**src/rtl/imem_pkg.sv**
```systemverilog
// Shared types and constants for the instruction-memory responder: FSM state
// encoding, the fault NOP and the ROM image.
package imem_pkg;

  typedef enum logic [1:0] {
    IDLE = 2'd0,
    WAIT = 2'd1,
    RESP = 2'd2
  } imem_state_t;

  localparam logic [31:0] NOP_INSTR = 32'hD503201F;

  localparam int ROM_INIT_WORDS = 64;

  // Word i holds 32'hE3A0_0000 + i, so every entry is distinct and easy to predict.
  localparam logic [31:0] ROM_INIT [ROM_INIT_WORDS] = '{
    32'hE3A00000, 32'hE3A00001, 32'hE3A00002, 32'hE3A00003, 32'hE3A00004, 32'hE3A00005, 32'hE3A00006, 32'hE3A00007,
    32'hE3A00008, 32'hE3A00009, 32'hE3A0000A, 32'hE3A0000B, 32'hE3A0000C, 32'hE3A0000D, 32'hE3A0000E, 32'hE3A0000F,
    32'hE3A00010, 32'hE3A00011, 32'hE3A00012, 32'hE3A00013, 32'hE3A00014, 32'hE3A00015, 32'hE3A00016, 32'hE3A00017,
    32'hE3A00018, 32'hE3A00019, 32'hE3A0001A, 32'hE3A0001B, 32'hE3A0001C, 32'hE3A0001D, 32'hE3A0001E, 32'hE3A0001F,
    32'hE3A00020, 32'hE3A00021, 32'hE3A00022, 32'hE3A00023, 32'hE3A00024, 32'hE3A00025, 32'hE3A00026, 32'hE3A00027,
    32'hE3A00028, 32'hE3A00029, 32'hE3A0002A, 32'hE3A0002B, 32'hE3A0002C, 32'hE3A0002D, 32'hE3A0002E, 32'hE3A0002F,
    32'hE3A00030, 32'hE3A00031, 32'hE3A00032, 32'hE3A00033, 32'hE3A00034, 32'hE3A00035, 32'hE3A00036, 32'hE3A00037,
    32'hE3A00038, 32'hE3A00039, 32'hE3A0003A, 32'hE3A0003B, 32'hE3A0003C, 32'hE3A0003D, 32'hE3A0003E, 32'hE3A0003F
  };

endpackage

```
**src/rtl/imem_responder_if.sv**
```systemverilog
// Fetch address interface between the fetch stage (master) and the
// instruction memory (slave).
interface imem_responder_if #(
  parameter int N = 64
) ();
  // Both channels use valid/ready: a transfer occurs on a rising edge where
  // valid && ready; valid may not drop and its payload may not change until
  // that transfer happens, while ready may change freely.
  logic         req_valid;
  logic         req_ready;
  logic [N-1:0] req_addr;
  logic         rsp_valid;
  logic         rsp_ready;
  logic [31:0]  rsp_instr;
  logic         rsp_fault;

  modport master (
    output req_valid, req_addr, rsp_ready,
    input  req_ready, rsp_valid, rsp_instr, rsp_fault
  );

  modport slave (
    input  req_valid, req_addr, rsp_ready,
    output req_ready, rsp_valid, rsp_instr, rsp_fault
  );
endinterface

```
**src/rtl/imem_rom.sv**
```systemverilog
// Combinational instruction ROM: word index in, instruction word and an
// in-range flag out. The range compare uses every index bit so nothing wraps.
module imem_rom
  import imem_pkg::*;
#(
  parameter int ROM_WORDS = 64,
  parameter int IW        = 62
) (
  input  logic [IW-1:0] i_index,
  output logic [31:0]   o_data,
  output logic          o_in_range
);

  always_comb begin
    o_in_range = (i_index < IW'(ROM_WORDS));
    o_data     = '0;
    if (o_in_range && (i_index < IW'(ROM_INIT_WORDS))) begin
      o_data = ROM_INIT[i_index[5:0]];
    end
  end

endmodule

```
**src/rtl/imem_responder.sv**
```systemverilog
// Instruction-memory responder: accepts a fetch address, waits LAT states,
// then presents the ROM word (or a NOP with a fault flag) until it is taken.
module imem_responder
  import imem_pkg::*;
#(
  parameter int N         = 64,
  parameter int ROM_WORDS = 64,
  parameter int LAT       = 2
) (
  input  logic              clk,
  input  logic              reset,
  imem_responder_if.slave   bus,
  output imem_state_t       o_dbg_state
);

  localparam logic [3:0] LAT_CNT = 4'(LAT);

  imem_state_t  r_state;
  logic [3:0]   r_cnt;
  logic [N-1:0] r_addr;
  logic         r_rsp_valid;
  logic [31:0]  r_rsp_instr;
  logic         r_rsp_fault;

  logic [31:0]  w_rom_data;
  logic         w_in_range;
  logic         w_fault;
  logic         w_req_ready;

  imem_rom #(
    .ROM_WORDS (ROM_WORDS),
    .IW        (N - 2)
  ) u_rom (
    .i_index    (r_addr[N-1:2]),
    .o_data     (w_rom_data),
    .o_in_range (w_in_range)
  );

  assign w_fault     = (r_addr[1:0] != 2'b00) || !w_in_range;
  assign w_req_ready = (r_state == IDLE) || ((r_state == RESP) && bus.rsp_ready);

  assign bus.req_ready = w_req_ready;
  assign bus.rsp_valid = r_rsp_valid;
  assign bus.rsp_instr = r_rsp_instr;
  assign bus.rsp_fault = r_rsp_fault;
  assign o_dbg_state   = r_state;

  // WAIT always ends with the cycle that registers the ROM word, so the counter
  // starts at LAT: the response appears LAT+1 edges after acceptance for any LAT.
  always_ff @(posedge clk or negedge reset) begin
    if (!reset) begin
      r_state     <= IDLE;
      r_cnt       <= '0;
      r_addr      <= '0;
      r_rsp_valid <= 1'b0;
      r_rsp_instr <= '0;
      r_rsp_fault <= 1'b0;
    end else begin
      case (r_state)
        IDLE: begin
          if (bus.req_valid) begin
            r_addr  <= bus.req_addr;
            r_cnt   <= LAT_CNT;
            r_state <= WAIT;
          end
        end
        WAIT: begin
          if (r_cnt == 4'd0) begin
            r_rsp_valid <= 1'b1;
            r_rsp_fault <= w_fault;
            r_rsp_instr <= w_fault ? NOP_INSTR : w_rom_data;
            r_state     <= RESP;
          end else begin
            r_cnt <= r_cnt - 4'd1;
          end
        end
        RESP: begin
          if (bus.rsp_ready) begin
            r_rsp_valid <= 1'b0;
            if (bus.req_valid) begin
              r_addr  <= bus.req_addr;
              r_cnt   <= LAT_CNT;
              r_state <= WAIT;
            end else begin
              r_state <= IDLE;
            end
          end
        end
        default: r_state <= IDLE;
      endcase
    end
  end

endmodule

```
**src/flat_wrapper.sv**
```systemverilog
// flat-port wrapper written by rule: the top's interface ports become plain ports
module imem_responder_flat import imem_pkg::*;
#(
  parameter int N         = 64,
  parameter int ROM_WORDS = 64,
  parameter int LAT       = 2
)
  (clk, reset, o_dbg_state, bus_req_valid, bus_req_addr, bus_rsp_ready, bus_req_ready, bus_rsp_valid, bus_rsp_instr, bus_rsp_fault);
  imem_responder_if #(.N(N)) bus_i ();
  input  logic clk;
  input  logic reset;
  output imem_state_t o_dbg_state;
  input wire logic [$bits(bus_i.req_valid)-1:0] bus_req_valid;
  input wire logic [$bits(bus_i.req_addr)-1:0] bus_req_addr;
  input wire logic [$bits(bus_i.rsp_ready)-1:0] bus_rsp_ready;
  output wire logic [$bits(bus_i.req_ready)-1:0] bus_req_ready;
  output wire logic [$bits(bus_i.rsp_valid)-1:0] bus_rsp_valid;
  output wire logic [$bits(bus_i.rsp_instr)-1:0] bus_rsp_instr;
  output wire logic [$bits(bus_i.rsp_fault)-1:0] bus_rsp_fault;
  assign bus_i.req_valid = bus_req_valid;
  assign bus_i.req_addr = bus_req_addr;
  assign bus_i.rsp_ready = bus_rsp_ready;
  assign bus_req_ready = bus_i.req_ready;
  assign bus_rsp_valid = bus_i.rsp_valid;
  assign bus_rsp_instr = bus_i.rsp_instr;
  assign bus_rsp_fault = bus_i.rsp_fault;
  imem_responder #(.N(N), .ROM_WORDS(ROM_WORDS), .LAT(LAT)) u_core (.clk(clk), .reset(reset), .bus(bus_i), .o_dbg_state(o_dbg_state));
endmodule
```
**config.mk**
```make
export PLATFORM = sky130hd
export DESIGN_NAME = imem_responder_flat
export DESIGN_NICKNAME = d
export VERILOG_FILES = /design/src/rtl/imem_pkg.sv /design/src/rtl/imem_responder_if.sv /design/src/rtl/imem_rom.sv /design/src/rtl/imem_responder.sv /design/src/flat_wrapper.sv
export SDC_FILE = /design/constraint.sdc
export NUM_CORES = 1
export LEC_CHECK = 0
export ABC_AREA = 1
export CAP_MARGIN = 10
export CORE_UTILIZATION = 30
export DETAILED_ROUTE_END_ITERATION = 6
export DONT_BUFFER_PORTS = 1
export GPL_TIMING_DRIVEN = 1
export HOLD_SLACK_MARGIN = 0.1
export PLACE_DENSITY = 0.55
export SYNTH_ARGS = -nofsm -noshare
export SYNTH_HDL_FRONTEND = slang
export SYNTH_SLANG_ARGS = --single-unit
```
**constraint.sdc**
```tcl
create_clock -name clk -period 1.9 [get_ports clk]
set_input_delay 0.19 -clock clk [delete_from_list [all_inputs] [get_ports clk]]
set_output_delay 0.19 -clock clk [all_outputs]
set_load 0.005 [all_outputs]
```
==> run metrics <==
required time of the critical path=2.11 ns; worst skew pair latency=0.33 ns; num rows=39; largest net degree at the start of global routing=81; DRC=0; arrival time at the worst endpoint=1.69 ns; CTS hold repair buffers=65; Final Hold Vio Count=80; Leakage=2.282 nW; EDFF count, synth=0; FF/Latch Area=0.002002 mm^2; Worst IR Drop VDD=614.8 uV; Synth async-reset ratio=100.0%; TNS Setup=0 ns; Setup Crit Path Kind=flop to flop; Hold Slack=-0.4450 ns; Syn Area/Cell=8.208 um^2; Netlist cell types=23; # fillers=1159; IO Pins=105; Congestion Overflow GR=0; drt total wl=7344 um; RSZ-0062 raised after global routing=false; clock transition at the registers of the reported paths=0.06 ns; number of vias per cell=4.169; P&R area growth vs syn=26.89%; total CTS buffers=9; Cells after DPL=553; initial antenna violation count=0; HP Class=input pin to async pin; pre-CTS setup slack=0.3367 ns; highest clock rate=675.7 MHz; first-pass GRT wire length=12790 um; Die Ht=110.7 um; Starting Density=30.92%; Core Area=0.01147 mm^2; gpl congestion=0.7154; Clock Sinks=80; synth warn=0; max-cap violations=0; critical path's largest stage delay=0.38 ns; Root Driver=clkbuf_16; status=complete, but fails checks; cell area after synthesis=0.003546 mm^2; Max Slew Vio Count=0; DP HPWL=4760 um; Seq/Total Area, Yosys=56.46%; min cycle time layout=1.480 ns; n_diodes=0; CTS tree=done; WL per Instance=11.58 um; Final setup violation count=0; Crit path max-delay family=simple AND/OR/NAND/NOR gates; synthesized flop and latch total=80; PostCTS Resize Cnt=0; Critical Path Fanout Max=11; via count=2643; die area=0.01226 mm^2; Top FF cell, synth=dfrtp_1; power consumption=6.690 mW; final std cells w/o fill=634; area of the multi-input gates=0.001251 mm^2; overall routing resource usage=13.33%; critical path buffer and inverter count=2; Synth area leader=dfrtp_1; Max clock buf depth=2; clk_skew=0.005218 ns; layout cell share with drive strength beyond 1=6.517%; slowest stage cell, crit path=dfrtp_1; post-synth top area share=56.46%; TritonRoute pass-1 iters=4; Power Dens Cells=1487 mW/mm^2; post-synthesis cell count=432; H-tree depth=3; die width=110.7 um; number of global-route vias before repair=2744; Startpoint Class=flop; Post-CTS Setup Bufs=0; setup ws final=0.4200 ns; failing checks=negative hold slack; DRT iter0 DRCs=106; Tcrit/Tclk final=77.90%; NumNets Final=555; port bufs=0; Synth area leaders=dfrtp_1 56%, nand2_1 24%, buf_4 5.3%; crit path cell chain=inv_1 > ha_1 > nand3_1 > nor2_4 > inv_2 > o21ai_0 > nand2_1; CP Capture Type=flop; Post-DRT Antenna Nets=0
==> kinds of logic (layout without fill, tap and decap cells) <==
logic type	Yosys count	count (layout)	share of synthesized area [%]
compound gates	13	13	2.011
simple gates	284	284	31.44
other cells	1	14	0.1058
flops	80	80	56.46
buf+inv	53	99	9.633
fa+ha+maj	1	1	0.3528
==> flip-flops by register name, indices dropped and copies added (netlist names) <==
signal	flops
u_core.o_dbg_state	2
u_core.bus.rsp_valid	1
u_core.r_cnt	4
u_core.r_addr	64
u_core.bus.rsp_instr	9
==> worst paths after layout <==
path                                          startpoint                                  end  slack, ns  depth (start not counted)
min reg2reg                u_core.r_addr[56]$_DFFE_PN0P_        u_core.r_addr[56]$_DFFE_PN0P_       0.47                          2
min                                                reset        u_core.r_addr[27]$_DFFE_PN0P_      -0.44                          0
min in group clk                           bus_rsp_ready     u_core.bus.rsp_valid$_DFFE_PN0P_       0.16                          3
max in group asynchronous                          reset        u_core.r_addr[54]$_DFFE_PN0P_       2.21                          0
max reg2reg                  u_core.r_cnt[0]$_DFFE_PN0P_  u_core.bus.rsp_instr[0]$_DFFE_PN0P_       0.42                          7
max                          u_core.r_cnt[0]$_DFFE_PN0P_  u_core.bus.rsp_instr[0]$_DFFE_PN0P_       0.42                          7
==> metal layers <==
layer	track usage [%]	routed length (um)	vias to the layer above
li1	-	-	1374
met1	16.34	3478	1194
met2	21.86	3504	69
met3	4.265	263	6
met4	5.067	98	0
met5	0	0	-
==> placed cells by master (no fill, tap or decap) <==
cell | netlist | routed
nand2_1 | 224 | 224
dfrtp_1 | 80 | 80
dlygate4sd3_1 | 0 | 65
nor2_1 | 42 | 42
conb_1 | 1 | 14
inv_1 | 12 | 12
o21ai_0 | 9 | 9
clkbuf_16 | 0 | 9
or2_2 | 6 | 6
buf_4 | 25 | 4
nand2_2 | 3 | 3
nand3_1 | 3 | 3
clkbuf_8 | 0 | 3
inv_2 | 2 | 2
nor3_1 | 2 | 2
bufinv_16 | 0 | 2
clkbuf_1 | 0 | 2
a21oi_2 | 1 | 1
nand2_4 | 1 | 1
a21oi_1 | 1 | 1
nor2_4 | 1 | 1
or2_1 | 1 | 1
or2_0 | 1 | 1
o21ai_1 | 1 | 1
o31ai_1 | 1 | 1
ha_1 | 1 | 1
==> synthesized netlist by cell type, types with 2 or more instances <==
| library cell | number |
|---|---|
| buf_6 | 5 |
| buf_2 | 9 |
| or2_2 | 6 |
| dfrtp_1 | 80 |
| nand2_1 | 224 |
| inv_1 | 12 |
| nor3_1 | 2 |
| buf_4 | 25 |
| o21ai_0 | 9 |
| nor2_1 | 42 |
| nand3_1 | 3 |
| nand2_2 | 3 |
| inv_2 | 2 |
==> metrics by stage <==
| step | instance area [um^2] | utilization [%] |
|---|---|---|
| floorplan | 3595 | - |
| global placement | 3515 | 30.65 |
| detailed placement | 3515 | 30.65 |
| CTS | 4499 | 39.24 |
| global route | 4499 | 39.24 |
| finish | 4499 | 39.24 |
==> report_power, final <==
part	switching, mW	internal [mW]
registers	0.464	2.50
clock network	0.625	1.26
logic	1.10	0.749
==> cell type report <==
type | count | share of cell area [%]
Clock buffer | 14 | 6.090
Clock inverter | 2 | 1.335
Inverter | 14 | 1.168
Multi-Input combinational cell | 312 | 27.81
Sequential cell | 80 | 44.49
Tap cell | 143 | 3.977
Timing Repair Buffer | 69 | 15.13
Power figures use the tool's default switching activity.
==> RTL change, RTL diff (same flow settings) <==
`N` is set to 64 in 3 places; all go to 32.
--- a/src/rtl/imem_responder_if.sv
+++ b/src/rtl/imem_responder_if.sv
@@ -1,7 +1,7 @@
 // Fetch address interface between the fetch stage (master) and the
 // instruction memory (slave).
 interface imem_responder_if #(
-  parameter int N = 64
+  parameter int N = 32
 ) ();
   // Both channels use valid/ready: a transfer occurs on a rising edge where
   // valid && ready; valid may not drop and its payload may not change until
--- a/src/rtl/imem_responder.sv
+++ b/src/rtl/imem_responder.sv
@@ -3,7 +3,7 @@
 module imem_responder
   import imem_pkg::*;
 #(
-  parameter int N         = 64,
+  parameter int N         = 32,
   parameter int ROM_WORDS = 64,
   parameter int LAT       = 2
 ) (
--- a/src/flat_wrapper.sv
+++ b/src/flat_wrapper.sv
@@ -1,7 +1,7 @@
 // flat-port wrapper written by rule: the top's interface ports become plain ports
 module imem_responder_flat import imem_pkg::*;
 #(
-  parameter int N         = 64,
+  parameter int N         = 32,
   parameter int ROM_WORDS = 64,
   parameter int LAT       = 2
 )
Ports: changed (resized bus_req_addr); port bits go from 105 to 73. No check against the original RTL was run, so the function may have changed too.
==> RTL change against the original RTL <==
- power decreased by 47%
- design area decreased by 42%
- sequential power decreased by 42%
- critical path type unchanged
- synthesized area decreased by 39%
- sequential cell count decreased by 32
- clock skew increased by 0.0035 ns
- routed wire length decreased by 43%
- setup slack improved by 0.043 ns
- synthesized cell count decreased by 41%
==> RTL change: results (changes against the original RTL) <==
[run_status]
status=finished, final reports clean  ; was finished, violations left

[pwr]
ir_worst_vdd_mv=0.4076  ; was 0.6148 mV
power_frac_clock_pct=21.2  ; was 28.2%
power_frac_comb_pct=30.4  ; was 27.6%
switchingPower_uw=1284  ; was 2187 µW
p_leak_uw=0.001311  ; was 0.002282 µW

[synth]
synth.top_cells.by_count=nand2_1 (103), dfrtp_1 (48), nor2_1 (32)  ; was nand2_1 (224), dfrtp_1 (80), nor2_1 (42)
yosysSeqAreaShare_pct=55.11  ; was 56.46%
yosys-top-cells-area=dfrtp_1 (55%), nand2_1 (18%), buf_4 (9.3%)  ; was dfrtp_1 (56%), nand2_1 (24%), buf_4 (5.3%)

[worst_setup_path]
worstSetupEndpoint=u_core.r_addr[24]  ; was u_core.bus.rsp_instr[0]
slowest_delay_ns=0.45  ; was 0.38 ns
r2r_cells=4  ; was 7
cp.arrival_ns=1.60  ; was 1.69 ns
ff2ff_setup_slack_ns=0.46  ; was 0.42 ns
regToRegStartpoint=u_core.o_dbg_state[1]  ; was u_core.r_cnt[0]
crit_fanout=35  ; was 11

[cts]
hold_buffers=35  ; was 65
numCtsBuffers=5  ; was 9
clock-root-buffer=clkbuf_8  ; was clkbuf_16
clock_latency_ns=0.30  ; was 0.33 ns
clk_pin_slew_ns=0.09  ; was 0.06 ns

[global_route]
grt_use_met3_pct=3.033  ; was 4.265%
track_usage_pct=12.03  ; was 13.33%
use_met2_pct=20.97  ; was 21.86%
grt_first_pass_wirelength_mm=6.989  ; was 12.79 mm
grt_use_met1_pct=14.29  ; was 16.34%

[routing]
dr_wl_met3_um=220  ; was 263 µm
dr_wl_met2_mm=2.011  ; was 3.504 mm
drt_wl_total_mm=4.155  ; was 7.344 mm
vias=1540  ; was 2643
wl_met1_mm=1.882  ; was 3.478 mm
drt_iter0_markers=68  ; was 106

[placed_design]
placed_area_um2=2146  ; was 3515 µm²
hpwl_mm=2.752  ; was 4.760 mm

[min_path]
min_path_type=input pin to flip-flop  ; was input pin to async pin

[finish]
final_layout_size_suffix_gt1_share_pct=8.156  ; was 6.517%
nNetsFinal=318  ; was 555

[timing]
worst_slew_pin_slew_ns=0.5732

## RTL change: cell count changes after synthesis, sizes merged, moves of 2 or more
| cell | change |
|---|---|
| nor2 | -8 |
| or2 | -6 |
| nand2 | -124 |
| dfrtp | -32 |
| buf | -9 |
| o21ai | -3 |
| nand3 | +6 |
| a21oi | -2 |
## RTL change: cell type report
cell class | count | area (µm²) | area share, %
clock inverters | 3 | 46.29 | 1.761
repair buffers | 37 | 382.9 | 14.56
well taps | 96 | 120.1 | 4.569
multi-input cells | 176 | 760.7 | 28.94
inverters | 13 | 48.80 | 1.856
flip-flops and latches | 48 | 1201 | 45.69
clock buffers | 5 | 68.82 | 2.618
## RTL change: through the flow
stage / power, µW / hold WS (ns) / util, % / instances / setup WS [ns]
after floorplan: 2643 / -0.1056 / - / 267 / 0.6614
after global placement: 2743 / -0.1039 / 31.07 / 335 / 0.4932
after detailed placement: 2772 / -0.1037 / 31.07 / 335 / 0.4529
after CTS: 3637 / 0.1091 / 38.06 / 378 / 0.4318
after global routing: 3922 / 0.1290 / 38.06 / 378 / 0.3010
final: 3569 / 0.1265 / 38.06 / 378 / 0.4627
## RTL change: logic make-up (layout without fill, tap and decap cells)
| logic type | Yosys count | after routing | share of synthesized area (%) |
|---|---|---|---|
| other | 1 | 14 | 0.1721 |
| buffers and inverters | 43 | 58 | 12.23 |
| adders and majority gates | 1 | 1 | 0.5740 |
| AOI/OAI and AO/OA | 10 | 10 | 2.813 |
| DFF | 48 | 48 | 55.11 |
| and+or+nand+nor | 151 | 151 | 29.10 |
## RTL change: worst max-delay path, delay by kind of cell, from the launching register on
family | cells | cell delay, ns
flip-flops | 1 | 0.45
buffers and inverters | 1 | 0.45
AND/OR/NAND/NOR | 2 | 0.25
AO/OA/AOI/OAI | 1 | 0.14
